`config.mk`:
```
export PLATFORM = sky130hd
export DESIGN_NAME = twos_to_signmag_serial
export DESIGN_NICKNAME = d
export VERILOG_FILES = /design/src/rtl/twos_to_signmag_serial.sv
export SDC_FILE = /design/constraint.sdc
export NUM_CORES = 1
export LEC_CHECK = 0
export CAP_MARGIN = 40
export CORE_ASPECT_RATIO = 0.75
export CORE_MARGIN = 1
export CORE_UTILIZATION = 46
export CTS_BUF_LIST = sky130_fd_sc_hd__clkbuf_8 sky130_fd_sc_hd__clkbuf_16
export DETAILED_ROUTE_END_ITERATION = 8
export GPL_ROUTABILITY_DRIVEN = 1
export PLACE_DENSITY_LB_ADDON = 0.3
export SLEW_MARGIN = 20
export SYNTH_ARGS = -nofsm -noshare
export SYNTH_HDL_FRONTEND = slang
export SYNTH_SLANG_ARGS = --single-unit
```
`constraint.sdc`:
```
create_clock -name clk_i -period 1.5 [get_ports clk_i]
set_clock_uncertainty 0.1 [all_clocks]
set_input_delay 0.3 -clock clk_i [delete_from_list [all_inputs] [get_ports clk_i]]
set_output_delay 0.3 -clock clk_i [all_outputs]
set_load 0.05 [all_outputs]
```
`src/rtl/twos_to_signmag_serial.sv`:
```
// Bit-serial two's complement -> sign-magnitude converter, LSB first, one bit per clock.
// Define MIN_NEG_CLAMP_EN to clamp the most-negative input to 2^(WIDTH-1)-1 and flag it on ovf_o.
module twos_to_signmag_serial #(
  parameter int WIDTH = 8,
  parameter int CNT_W = 4
) (
  input  logic             clk_i,
  input  logic             rst_n_i,
  input  logic             in_valid_i,
  output logic             in_ready_o,
  input  logic [WIDTH-1:0] in_data_i,
  output logic             out_valid_o,
  input  logic             out_ready_i,
  output logic             out_sign_o,
  output logic [WIDTH-1:0] out_mag_o,
`ifdef MIN_NEG_CLAMP_EN
  output logic             ovf_o,
`endif
  output logic             busy_o
);

  typedef enum logic [1:0] {IDLE = 2'd0, SHIFT = 2'd1, DONE = 2'd2} state_t;

  localparam logic [WIDTH-1:0] MSB_ONLY  = {1'b1, {(WIDTH-1){1'b0}}};
  localparam logic [CNT_W-1:0] LAST_BIT  = CNT_W'(WIDTH-1);

  state_t           state_q, state_d;
  logic [WIDTH-1:0] shift_q, shift_d;
  logic [WIDTH-1:0] mag_q, mag_d;
  logic [WIDTH-1:0] out_mag_q, out_mag_d;
  logic             sign_q, sign_d;
  logic             seen_q, seen_d;
  logic             out_sign_q, out_sign_d;
  logic             ovf_q, ovf_d;
  logic [CNT_W-1:0] cnt_q, cnt_d;

  logic             accept, last, bit_out, clamp;
  logic [WIDTH-1:0] mag_nxt;

  assign accept  = (state_q == IDLE) && in_valid_i;
  assign last    = (state_q == SHIFT) && (cnt_q == LAST_BIT);
  // Past the first 1 of a negative word every bit is inverted.
  assign bit_out = (sign_q && seen_q) ? ~shift_q[0] : shift_q[0];
  assign mag_nxt = {bit_out, mag_q[WIDTH-1:1]};
`ifdef MIN_NEG_CLAMP_EN
  assign clamp   = sign_q && (mag_nxt == MSB_ONLY);
`else
  assign clamp   = 1'b0;
`endif

  always_ff @(posedge clk_i) begin
    if (!rst_n_i) state_q <= IDLE;
    else          state_q <= state_d;
  end

  always_comb begin
    state_d = state_q;
    case (state_q)
      IDLE:    if (in_valid_i)  state_d = SHIFT;
      SHIFT:   if (last)        state_d = DONE;
      DONE:    if (out_ready_i) state_d = IDLE;
      default:                  state_d = IDLE;
    endcase
  end

  always_comb begin
    in_ready_o  = (state_q == IDLE);
    out_valid_o = (state_q == DONE);
    busy_o      = (state_q == SHIFT) || (state_q == DONE);
  end

  always_comb begin
    shift_d    = shift_q;
    mag_d      = mag_q;
    sign_d     = sign_q;
    seen_d     = seen_q;
    cnt_d      = cnt_q;
    out_mag_d  = out_mag_q;
    out_sign_d = out_sign_q;
    ovf_d      = ovf_q;
    if (accept) begin
      shift_d = in_data_i;
      sign_d  = in_data_i[WIDTH-1];
      seen_d  = 1'b0;
      cnt_d   = '0;
      mag_d   = '0;
    end else if (state_q == SHIFT) begin
      shift_d = shift_q >> 1;
      seen_d  = seen_q | (sign_q & shift_q[0]);
      cnt_d   = cnt_q + CNT_W'(1);
      mag_d   = mag_nxt;
      if (last) begin
        // Result registers are separate so they hold through IDLE until the next DONE.
        out_mag_d  = clamp ? (MSB_ONLY - WIDTH'(1)) : mag_nxt;
        out_sign_d = sign_q;
        ovf_d      = clamp;
      end
    end else if ((state_q == DONE) && out_ready_i) begin
      ovf_d = 1'b0;
    end
  end

  always_ff @(posedge clk_i) begin
    if (!rst_n_i) begin
      shift_q    <= '0;
      mag_q      <= '0;
      sign_q     <= 1'b0;
      seen_q     <= 1'b0;
      cnt_q      <= '0;
      out_mag_q  <= '0;
      out_sign_q <= 1'b0;
      ovf_q      <= 1'b0;
    end else begin
      shift_q    <= shift_d;
      mag_q      <= mag_d;
      sign_q     <= sign_d;
      seen_q     <= seen_d;
      cnt_q      <= cnt_d;
      out_mag_q  <= out_mag_d;
      out_sign_q <= out_sign_d;
      ovf_q      <= ovf_d;
    end
  end

  assign out_sign_o = out_sign_q;
  assign out_mag_o  = out_mag_q;
`ifdef MIN_NEG_CLAMP_EN
  assign ovf_o      = ovf_q;
`else
  logic unused_ovf;
  assign unused_ovf = ovf_q ^ clamp;
`endif

endmodule

```
# [Word-level counts from Yosys, hierarchy flattened]
# Index checks and enable logic that the tools add are counted.
# Widths: inputs -> output; s select.
[op_classes] add_sub_neg=1 n_eq_ne=6 mux=7 n_bitwise=5 reduce_logical=9
[ops] op="$mux 8" count=2
[ops] op="$mux 2" count=3
[ops] op="$pmux 2 s3" count=1
[ops] op="$reduce_and 3->1" count=2
[ops] op="$add 4x1->4 const B" count=1
[ops] op="$eq 4x3->1 const B" count=1
[ops] op="$ne 2x2->1 const B" count=2
[ops] op="$logic_and 1x1->1" count=3
[ops] op="$not 1->1" count=3
[ops] op="$eq 2x1->1 const B" count=1
[ops] op="$eq 2x2->1 const B" count=1
[ops] op="$logic_not 2->1" count=1
[ops] op="$ne 2x1->1 const B" count=1
[ops] op="$reduce_bool 2->1" count=1
[ops] op="$reduce_or 2->1" count=1
[ops] op="$and 1x1->1" count=1
[ops] op="$logic_or 1x1->1" count=1
[ops] op="$mux 1" count=1
[ops] op="$or 1x1->1" count=1
[word_totals] register_bits=33 input_bits=12 output_inout_bits=12 word_cells=36

# [Depth between registers and ports, before layout]
# Gate-level depths: netlist of the first run.
[logic_depth] depth_word=4 ltp_mapped=6

# [Least setup slack after synthesis of the first run]
# OpenSTA, ideal clock, no wires.
[synth_path] kind="flip-flop to flip-flop" startpoint="register state_q[0]" endpoint="register cnt_q[1]" t_arrival_ns=1.612 setup_slack_ns=-0.330 path_stages_with_launch=7 period_less_slack_ns=1.830 cell_sequence="dfxtp_1 inv_1 ha_1 nand2_1 nand2_1 buf_2 nor2_1"
[synth_via] elab_chain_cells=3 word_cells_on_any_way=4
[synth_lines] item="from (decl)" line_no="27" source="state_t state_q, state_d;"
[synth_lines] item="from (signal assigned)" line_no="53" source="else state_q <= state_d;"
[synth_lines] item="$logic_not 2->1"
[synth_lines] item="via in_ready_o" line_no="10" source="output logic in_ready_o,"
[synth_lines] item="$logic_and 1x1->1" line_no="40" source="assign accept = (state_q == IDLE) && in_valid_i;"
[synth_lines] item="$reduce_or 2->1 (no source line)"
[synth_lines] item="to (signal assigned)" line_no="118" source="cnt_q <= cnt_d;"
[synth_lines] item="to (decl)" line_no="35" source="logic [CNT_W-1:0] cnt_q, cnt_d;"
# The timed path passes the listed nets, and every way through them passes these cells.
# A chain may end at the register's enable or synchronous reset.

# [Final worst setup path of the first run]
[layout_path] startpoint="register state_q[1]" endpoint="output port busy_o"
[layout_via] elab_chain_cells=2 word_cells_on_any_way=3
[layout_lines] item="$eq 2x1->1 / $eq 2x2->1 (equally long branches)" line_no="69" source="busy_o = (state_q == SHIFT) || (state_q == DONE);"
[layout_lines] item="$logic_or 1x1->1 *" line_no="69"
[layout_lines] item="to (decl)" line_no="19" source="output logic busy_o"
# Every way passes the cells marked *; elsewhere a longest branch is shown, timed or not.

==> metrics.log, run 1 <==
[metrics] status: finished with violations
[metrics] failing checks: setup timing
[metrics] Chip Width: 64.7 um
[metrics] register area share after synthesis: 47.2%
[metrics] root cell of the clock tree: sky130_fd_sc_hd__clkbuf_8
[metrics] count of boundary I/O pins: 24
[metrics] highest ir drop seen on vdd: 0.750 mV
[metrics] kind of start point of the critical path: flop
[metrics] Post-Place Cell Area: 0.00185 mm^2
[metrics] Final Wtd Congestion: 0.768
[metrics] clk_lat worst skew: 0.28 ns
[metrics] pin count of the biggest net entering global routing: 17
[metrics] overall fraction of global-route tracks in use: 22.1%
[metrics] fraction of the mapped netlist area in adder cells: 5.54%
[metrics] NetSw: 0.00105 W
[metrics] average cell area after synthesis: 9.55 um^2
[metrics] top fanout value on the critical path: 4
[metrics] main combinational cell family by area after synthesis: compound AO/OA/AOI/OAI gates
[metrics] final critical-path share of the clock period: 101%
[metrics] part of the total power dissipated in sequential elements: 33.2%
[metrics] initial cell density of the core: 50.2%
[metrics] number of global-route vias before repair: 1229
[metrics] setup tns final: -0.00751 ns
[metrics] Die Y: 49.0 um
[metrics] worst-case headroom to the max-slew limit: 82.1%
[metrics] arrival time of the worst setup path: 1.11 ns
[metrics] final standard cell count with taps included and fillers excluded: 216
[metrics] smallest setup slack after layout: -0.00751 ns
[metrics] Power Internal: 0.00218 W
[metrics] max-cap check violation count: 0
[metrics] pin slew with the least headroom to its limit: 0.269 ns
[metrics] highest clock rate: 0.663 GHz
[metrics] power density over the cells: 1570 mW/mm^2
[metrics] total area of sequential cells: 651 um^2
[metrics] filler cell count in the final layout: 169
[metrics] standby leakage power: 0.798 nW
[metrics] switching portion of total power: 32.6%
[metrics] Routed WL per cell: 14.5 um
[metrics] multi-input logic area: 744 um^2
[metrics] remaining antenna violation count after routing: 0
[metrics] clock buffers created by TritonCTS: 5
[metrics] total vias in the final route: 1148
[metrics] count of clock tree sinks: 32
[metrics] row count: 16
[metrics] CTS tree: yes
[metrics] clock transition at the registers of the reported paths: 0.07 ns
[metrics] largest stage delay on the critical path: 0.38 ns
[metrics] hold crit path type: reg2reg
[metrics] total die area: 0.00317 mm^2
[metrics] dpl hpwl: 2220 um
[metrics] unrepaired setup endpoints after global routing: yes
[metrics] worst-case setup slack after placement: -0.158 ns
[metrics] routed vias/inst: 5.31
[metrics] global-route wire length before repair: 5290 um
[metrics] initial antenna violation count: 0
[metrics] final worst path period need: 1.51 ns
[metrics] area of the core: 0.00270 mm^2
[metrics] slowest stage cell, crit path: sky130_fd_sc_hd__dfxtp_4
[metrics] total length of routed wires: 3140 um
[metrics] cell class contributing the biggest share of worst-path delay: flip-flops
[metrics] number of standard cells after synthesis: 142
[metrics] Logic pwr share: 39.2%
[metrics] category of the worst setup path capture point: primary output
[metrics] critical path data required time: 1.10 ns
[metrics] DR DRC count: 0
[metrics] net total in the final layout: 197
[metrics] Syn-to-layout area delta: 51.5%
[metrics] number of cells in the design after placement: 207
[metrics] cells along the critical path: inv_4 > ha_4 > buf_12
[metrics] Pre-antenna DRT Iters: 4
[metrics] mux share of post-synthesis cell area: 11.8%
[metrics] H-Tree Level Count: 2
[metrics] area share of xor/xnor cells in the synthesized design: 2.58%
[metrics] finished layout cell area: 0.00205 mm^2
[metrics] grt ovf: 0
[metrics] # port buffers: 23
[metrics] clock share of power: 27.6%
[metrics] Synth cell types: 25
[metrics] final number of max-transition violations: 0
[metrics] layout cells sized above 1: 30.6%
[metrics] Netlist Area Pre-Place: 0.00136 mm^2
[metrics] worst path bufs/invs: 2
[metrics] syn nets: 160
[metrics] antenna diode count: 0
[metrics] number of setup violations in the final report: 1
[metrics] critical path type: reg2out
[metrics] Post-Synth Simple-Gate Area: 14.3%
[metrics] count of endpoints failing hold in the final timing report: 0
[metrics] Starting DRT DRC Count: 37
[metrics] count of yosys warnings during synthesis: 0
[metrics] post-synthesis register bit count: 32
[metrics] maximum buffer depth of the clock tree: 2
[metrics] Synth Area in Compound Gates: 14.9%
cell usage in the layout, fill, tap and decap left out, drive strengths merged:
cell | netlist | final
clkbuf | 1 | 7
dfxtp | 32 | 32
inv | 4 | 4
clkinv | 1 | 1
a211oi | 8 | 8
clkdlybuf4s50 | 0 | 11
nand2 | 9 | 9
a21oi | 11 | 11
buf | 5 | 25
nand4 | 1 | 1
a31oi | 1 | 1
bufinv | 0 | 1
a311oi | 1 | 1
and3b | 1 | 1
xor2 | 3 | 3
nor2 | 19 | 19
o21ai | 8 | 8
xnor2 | 1 | 1
a222oi | 1 | 1
a21boi | 1 | 1
a21bo | 1 | 1
mux2i | 16 | 16
nand3b | 2 | 2
ha | 6 | 6
nand3 | 9 | 9
sequential cells by signal, indices dropped and copies added, names as in the netlist:
name        count
mag_q           7
shift_q         8
cnt_q           4
out_mag_o       8
sign_q          1
seen_q          1
state_q         2
out_sign_o      1
tightest hold or removal path: stages, from the launching register on:
cell and delay [ns]:
sky130_fd_sc_hd__dfxtp_1 0.33, sky130_fd_sc_hd__a31oi_1 0.04, sky130_fd_sc_hd__nor2_1 0.08
Yosys cell counts:
cell type	number	share of area, %
sky130_fd_sc_hd__xnor2_1	1	0.65
sky130_fd_sc_hd__a21oi_1	11	4.1
sky130_fd_sc_hd__nor2_1	19	5.3
sky130_fd_sc_hd__buf_2	4	1.5
sky130_fd_sc_hd__nand2_1	9	2.5
sky130_fd_sc_hd__nand3_1	9	3.3
sky130_fd_sc_hd__a31oi_1	1	0.46
sky130_fd_sc_hd__dfxtp_1	32	47
sky130_fd_sc_hd__clkbuf_1	1	0.28
sky130_fd_sc_hd__o21ai_0	8	3.0
sky130_fd_sc_hd__a222oi_1	1	0.74
sky130_fd_sc_hd__a311oi_1	1	0.65
sky130_fd_sc_hd__a21boi_2	1	0.83
sky130_fd_sc_hd__ha_1	6	5.5
sky130_fd_sc_hd__a21bo_2	1	0.74
sky130_fd_sc_hd__clkinv_1	1	0.28
sky130_fd_sc_hd__mux2i_1	16	12
sky130_fd_sc_hd__xor2_1	3	1.9
sky130_fd_sc_hd__and3b_2	1	0.74
sky130_fd_sc_hd__nand3b_4	1	1.5
sky130_fd_sc_hd__a211oi_1	8	4.4
sky130_fd_sc_hd__inv_1	4	1.1
sky130_fd_sc_hd__buf_4	1	0.55
sky130_fd_sc_hd__nand3b_1	1	0.55
sky130_fd_sc_hd__nand4_1	1	0.46
layout make-up:
type | count | share of cell area (%)
flip-flops and latches | 32 | 31.7
inverters | 5 | 1.16
clock buffers | 7 | 4.69
multi-input cells | 99 | 36.2
repair buffers | 36 | 22.6
clock inverters | 1 | 1.46
well taps | 36 | 2.19
cells by family (layout without fill, tap and decap cells):
family,after synthesis,count (layout)
multiplexers,16,16
adder cells (fa/ha/maj),6,6
buffers and inverters,11,49
AO/OA/AOI/OAI,32,32
AND/OR/NAND/NOR,41,41
XOR/XNOR,4,4
flip-flops,32,32
path summary, 6_finish.rpt:
path / start / end / slack (ns) / cells after the start
max: state_q[1]$_SDFFE_PN0P_ / busy_o / -0.008 / 3
min: seen_q$_SDFFE_PP0N_ / seen_q$_SDFFE_PP0N_ / 0.38 / 2
max reg2reg: state_q[0]$_SDFFE_PN0P_ / shift_q[2]$_SDFFE_PN0P_ / 0.02 / 5
min reg2reg: seen_q$_SDFFE_PP0N_ / seen_q$_SDFFE_PP0N_ / 0.38 / 2
per-layer routing:
metal  vias to the layer above  track usage [%]  routed length [um]
li1                        573                -                   -
met1                       545             26.2                1380
met2                        24             38.5                1550
met3                         6             6.54                 167
met4                         0             5.93                  41
met5                         -                0                   0
power groups by stage:
stage	sequential (W)	clock, W	combinational, W
after global routing	0.00109	0.000942	0.00135
after detailed placement	0.00107	0	0.00117
after floorplan	0.00104	0	0.000771
final	0.00107	0.000890	0.00126
after global placement	0.00106	0	0.00112
after CTS	0.00106	0.000900	0.00120
per-stage QoR:
step                      util (%)  hold WS [ns]  total power, W
after floorplan                  -         0.337         0.00181
after global placement        68.5         0.351         0.00218
after detailed placement      68.5         0.374         0.00224
after CTS                     73.8         0.389         0.00316
after global routing          76.0         0.419         0.00337
final                         76.0         0.384         0.00323
timing repair:
action,CTS,global route
endpoints found under the hold margin,0,0
gates resized for setup,4,17
setup endpoints to repair,4,15
hold buffers,0,0
setup buffers,1,0
pin swaps,0,7
No activity file was read; power rests on OpenSTA's default activity.
==> inputs of run 2 (changes only) <==
--- a/config.mk
+++ b/config.mk
@@ -12,7 +12,7 @@
 export CTS_BUF_LIST = sky130_fd_sc_hd__clkbuf_8 sky130_fd_sc_hd__clkbuf_16
 export DETAILED_ROUTE_END_ITERATION = 8
 export GPL_ROUTABILITY_DRIVEN = 1
-export PLACE_DENSITY_LB_ADDON = 0.3
+export PLACE_DENSITY = 0.85
 export SLEW_MARGIN = 20
 export SYNTH_ARGS = -nofsm -noshare
 export SYNTH_HDL_FRONTEND = slang
==> metrics.log, run 2 (synthesis gave the netlist of run 1 again) <==
[metrics] count of clock tree sinks: 32 (unchanged)
[metrics] leading cell types in the layout, fill and taps excluded: 28 x sky130_fd_sc_hd__dfxtp_1, 19 x sky130_fd_sc_hd__nor2_1, 16 x sky130_fd_sc_hd__mux2i_1 (was 28 x sky130_fd_sc_hd__dfxtp_1, 19 x sky130_fd_sc_hd__nor2_1, 14 x sky130_fd_sc_hd__mux2i_1)
[metrics] finished layout cell area: 0.00202 mm^2 (was 0.00205 mm^2)
[metrics] category of the worst setup path capture point: primary output (unchanged)
[metrics] Starting DRT DRC Count: 75 (was 37)
[metrics] worst r2r src: state_q[1]$_SDFFE_PN0P_ (was state_q[0]$_SDFFE_PN0P_)
[metrics] Min-Delay Startpoint: mag_q[1]$_SDFFE_PP0N_ (was seen_q$_SDFFE_PP0N_)
[metrics] largest stage delay on the critical path: 0.39 ns (was 0.38 ns)
[metrics] top fanout value on the critical path: 4 (unchanged)
[metrics] initial cell density of the core: 50.2% (unchanged)
[metrics] Hold Path Cell Cnt: 2 (unchanged)
[metrics] standby leakage power: 0.801 nW (was 0.798 nW)
[metrics] pin count of the biggest net entering global routing: 17 (unchanged)
[metrics] grt ovf: 0 (unchanged)
[metrics] Syn-to-layout area delta: 49.3% (was 51.5%)
[metrics] Chip Width: 64.7 um (unchanged)
[metrics] highest ir drop seen on vdd: 1.19 mV (was 0.750 mV)
[metrics] # port buffers: 23 (unchanged)
[metrics] layout cells sized above 1: 27.2% (was 30.6%)
[metrics] count of endpoints failing hold in the final timing report: 0 (unchanged)
[metrics] most common cell after layout, fill and taps aside: sky130_fd_sc_hd__dfxtp_1 (unchanged)
[metrics] Final Wtd Congestion: 0.765 (was 0.768)
[metrics] remaining antenna violation count after routing: 0 (unchanged)
[metrics] total vias in the final route: 1192 (was 1148)
[metrics] total area of sequential cells: 651 um^2 (unchanged)
[metrics] final number of max-transition violations: 0 (unchanged)
[metrics] total die area: 0.00317 mm^2 (unchanged)
[metrics] row count: 16 (unchanged)
[metrics] final worst path period need: 1.53 ns (was 1.51 ns)
[metrics] global-route wire length before repair: 5270 um (was 5290 um)
[metrics] cells along the critical path: inv_4 > ha_4 > buf_12 (unchanged)
[metrics] failing checks: setup timing (unchanged)
[metrics] routed vias/inst: 5.42 (was 5.31)
[metrics] Routed WL per cell: 14.3 um (was 14.5 um)
[metrics] worst-case headroom to the max-slew limit: 79.5% (was 82.1%)
[metrics] H-Tree Level Count: 2 (unchanged)
[metrics] endpoint of the worst hold-timing path: out_mag_o[0]$_SDFFE_PN0P_ (was seen_q$_SDFFE_PP0N_)
[metrics] Die Y: 49.0 um (unchanged)
[metrics] root cell of the clock tree: sky130_fd_sc_hd__clkbuf_8 (unchanged)
[metrics] status: finished with violations (unchanged)
[metrics] final hold slack: 0.374 ns (was 0.384 ns)
[metrics] filler cell count in the final layout: 184 (was 169)
[metrics] max-cap check violation count: 0 (unchanged)
[metrics] worst path bufs/invs: 2 (unchanged)
[metrics] clock transition at the registers of the reported paths: 0.07 ns (about the same)
[metrics] clk_lat worst skew: 0.29 ns (was 0.28 ns)
[metrics] kind of start point of the critical path: flop (unchanged)
[metrics] slowest stage cell, crit path: sky130_fd_sc_hd__dfxtp_4 (unchanged)
[metrics] arrival time of the worst setup path: 1.13 ns (was 1.11 ns)
[metrics] area of the core: 0.00270 mm^2 (unchanged)
[metrics] reg-to-reg setup timing slack: -0.01 ns (was 0.02 ns)
[metrics] dpl hpwl: 2280 um (was 2220 um)
[metrics] antenna diode count: 0 (unchanged)
[metrics] count of boundary I/O pins: 24 (unchanged)
[metrics] overall fraction of global-route tracks in use: 22.2% (was 22.1%)
[metrics] destination of the worst register-to-register timing path: state_q[1]$_SDFFE_PN0P_ (was shift_q[2]$_SDFFE_PN0P_)
[metrics] number of cells in the design after placement: 209 (was 207)
[metrics] total length of routed wires: 3150 um (was 3140 um)
[metrics] cell class contributing the biggest share of worst-path delay: flip-flops (unchanged)
[metrics] net total in the final layout: 201 (was 197)
[metrics] final standard cell count with taps included and fillers excluded: 220 (was 216)
[metrics] power density over the cells: 1490 mW/mm^2 (was 1570 mW/mm^2)
[metrics] critical path data required time: 1.10 ns (about the same)
[metrics] CTS tree: yes (unchanged)
[metrics] DR DRC count: 0 (unchanged)
[metrics] clock buffers created by TritonCTS: 5 (unchanged)
[metrics] Post-Place Cell Area: 0.00188 mm^2 (was 0.00185 mm^2)
[metrics] maximum buffer depth of the clock tree: 2 (unchanged)
[metrics] number of setup violations in the final report: 3 (was 1)
[metrics] smallest setup slack after layout: -0.0302 ns (was -0.00751 ns)
[metrics] pin slew with the least headroom to its limit: 0.308 ns (was 0.269 ns)
[metrics] critical path type: reg2out (unchanged)
[metrics] multi-input logic area: 711 um^2 (was 744 um^2)
[metrics] Pre-antenna DRT Iters: 4 (unchanged)
[metrics] highest clock rate: 0.654 GHz (was 0.663 GHz)
[metrics] number of global-route vias before repair: 1187 (was 1229)
[metrics] final critical-path share of the clock period: 102% (was 101%)
[metrics] unrepaired setup endpoints after global routing: yes (unchanged)
[metrics] number of cells traversed by the worst register-to-register path: 5 (unchanged)
[metrics] initial antenna violation count: 0 (unchanged)
[metrics] hold crit path type: reg2reg (unchanged)
[metrics] power after layout: 0.00301 W (was 0.00323 W)
-- run 2: worst max path at each step --
| stage | startpoint | cells past startpoint | slack, ns | endpoint |
|---|---|---|---|---|
| after floorplan | state_q[1]$_SDFFE_PN0P_ | 6 | 0.003 | out_mag_o[0]$_SDFFE_PN0P_ |
| after global placement | in_valid_i | 5 | -0.11 | state_q[1]$_SDFFE_PN0P_ |
| after detailed placement | in_valid_i | 5 | -0.19 | state_q[1]$_SDFFE_PN0P_ |
| after CTS | state_q[1]$_SDFFE_PN0P_ | 3 | -0.01 | busy_o |
| after global routing | state_q[1]$_SDFFE_PN0P_ | 5 | -0.05 | state_q[0]$_SDFFE_PN0P_ |
| final | state_q[1]$_SDFFE_PN0P_ | 3 | -0.03 | busy_o |
-- run 2: final cells by class --
cell class,instances,area share [%]
Multi-Input combinational cell,99,35.1
Timing Repair Buffer,40,25.0
Inverter,5,1.17
Clock inverter,3,0.927
Sequential cell,32,32.1
Tap cell,36,2.22
Clock buffer,5,3.40
-- run 2: what timing repair did --
item                                    4_1_cts  5_1_grt
hold buffers                                  0        0
buffers inserted                              1        2
resized for setup                             7        3
hold endpoints to repair                      0        0
endpoints found under the setup margin        4       10
pin swaps                                     0        2
-- run 2: power breakdown --
group          switching [W]  leakage (nW)  internal [W]
Sequential          0.000103         0.262      0.000969
Combinational       0.000637         0.491      0.000645
Clock               0.000335        0.0479      0.000323
-- run 2: per-stage QoR --
step / utilization, % / setup slack [ns] / setup TNS (ns)
global route: 74.9 / -0.0544 / -0.190
detailed placement: 69.5 / -0.188 / -2.76
finish: 74.9 / -0.0302 / -0.0533
floorplan: - / 0.00303 / 0
global placement: 69.5 / -0.113 / -1.94
CTS: 73.9 / -0.0139 / -0.0139
-- run 2: tightest hold or removal path, cell delays in order (launching register included) --
cell and delay (ns):
sky130_fd_sc_hd__dfxtp_1 0.31, sky130_fd_sc_hd__nand3_1 0.06, sky130_fd_sc_hd__a21oi_1 0.06
-- run 2: per-layer routing --
metal | global-route usage, % | vias to the layer above | wire length, um
met5 | 0 | - | 0
met4 | 8.89 | 0 | 49
met3 | 6.31 | 4 | 130
met2 | 39.9 | 32 | 1600
met1 | 24.4 | 577 | 1370
li1 | - | 579 | -
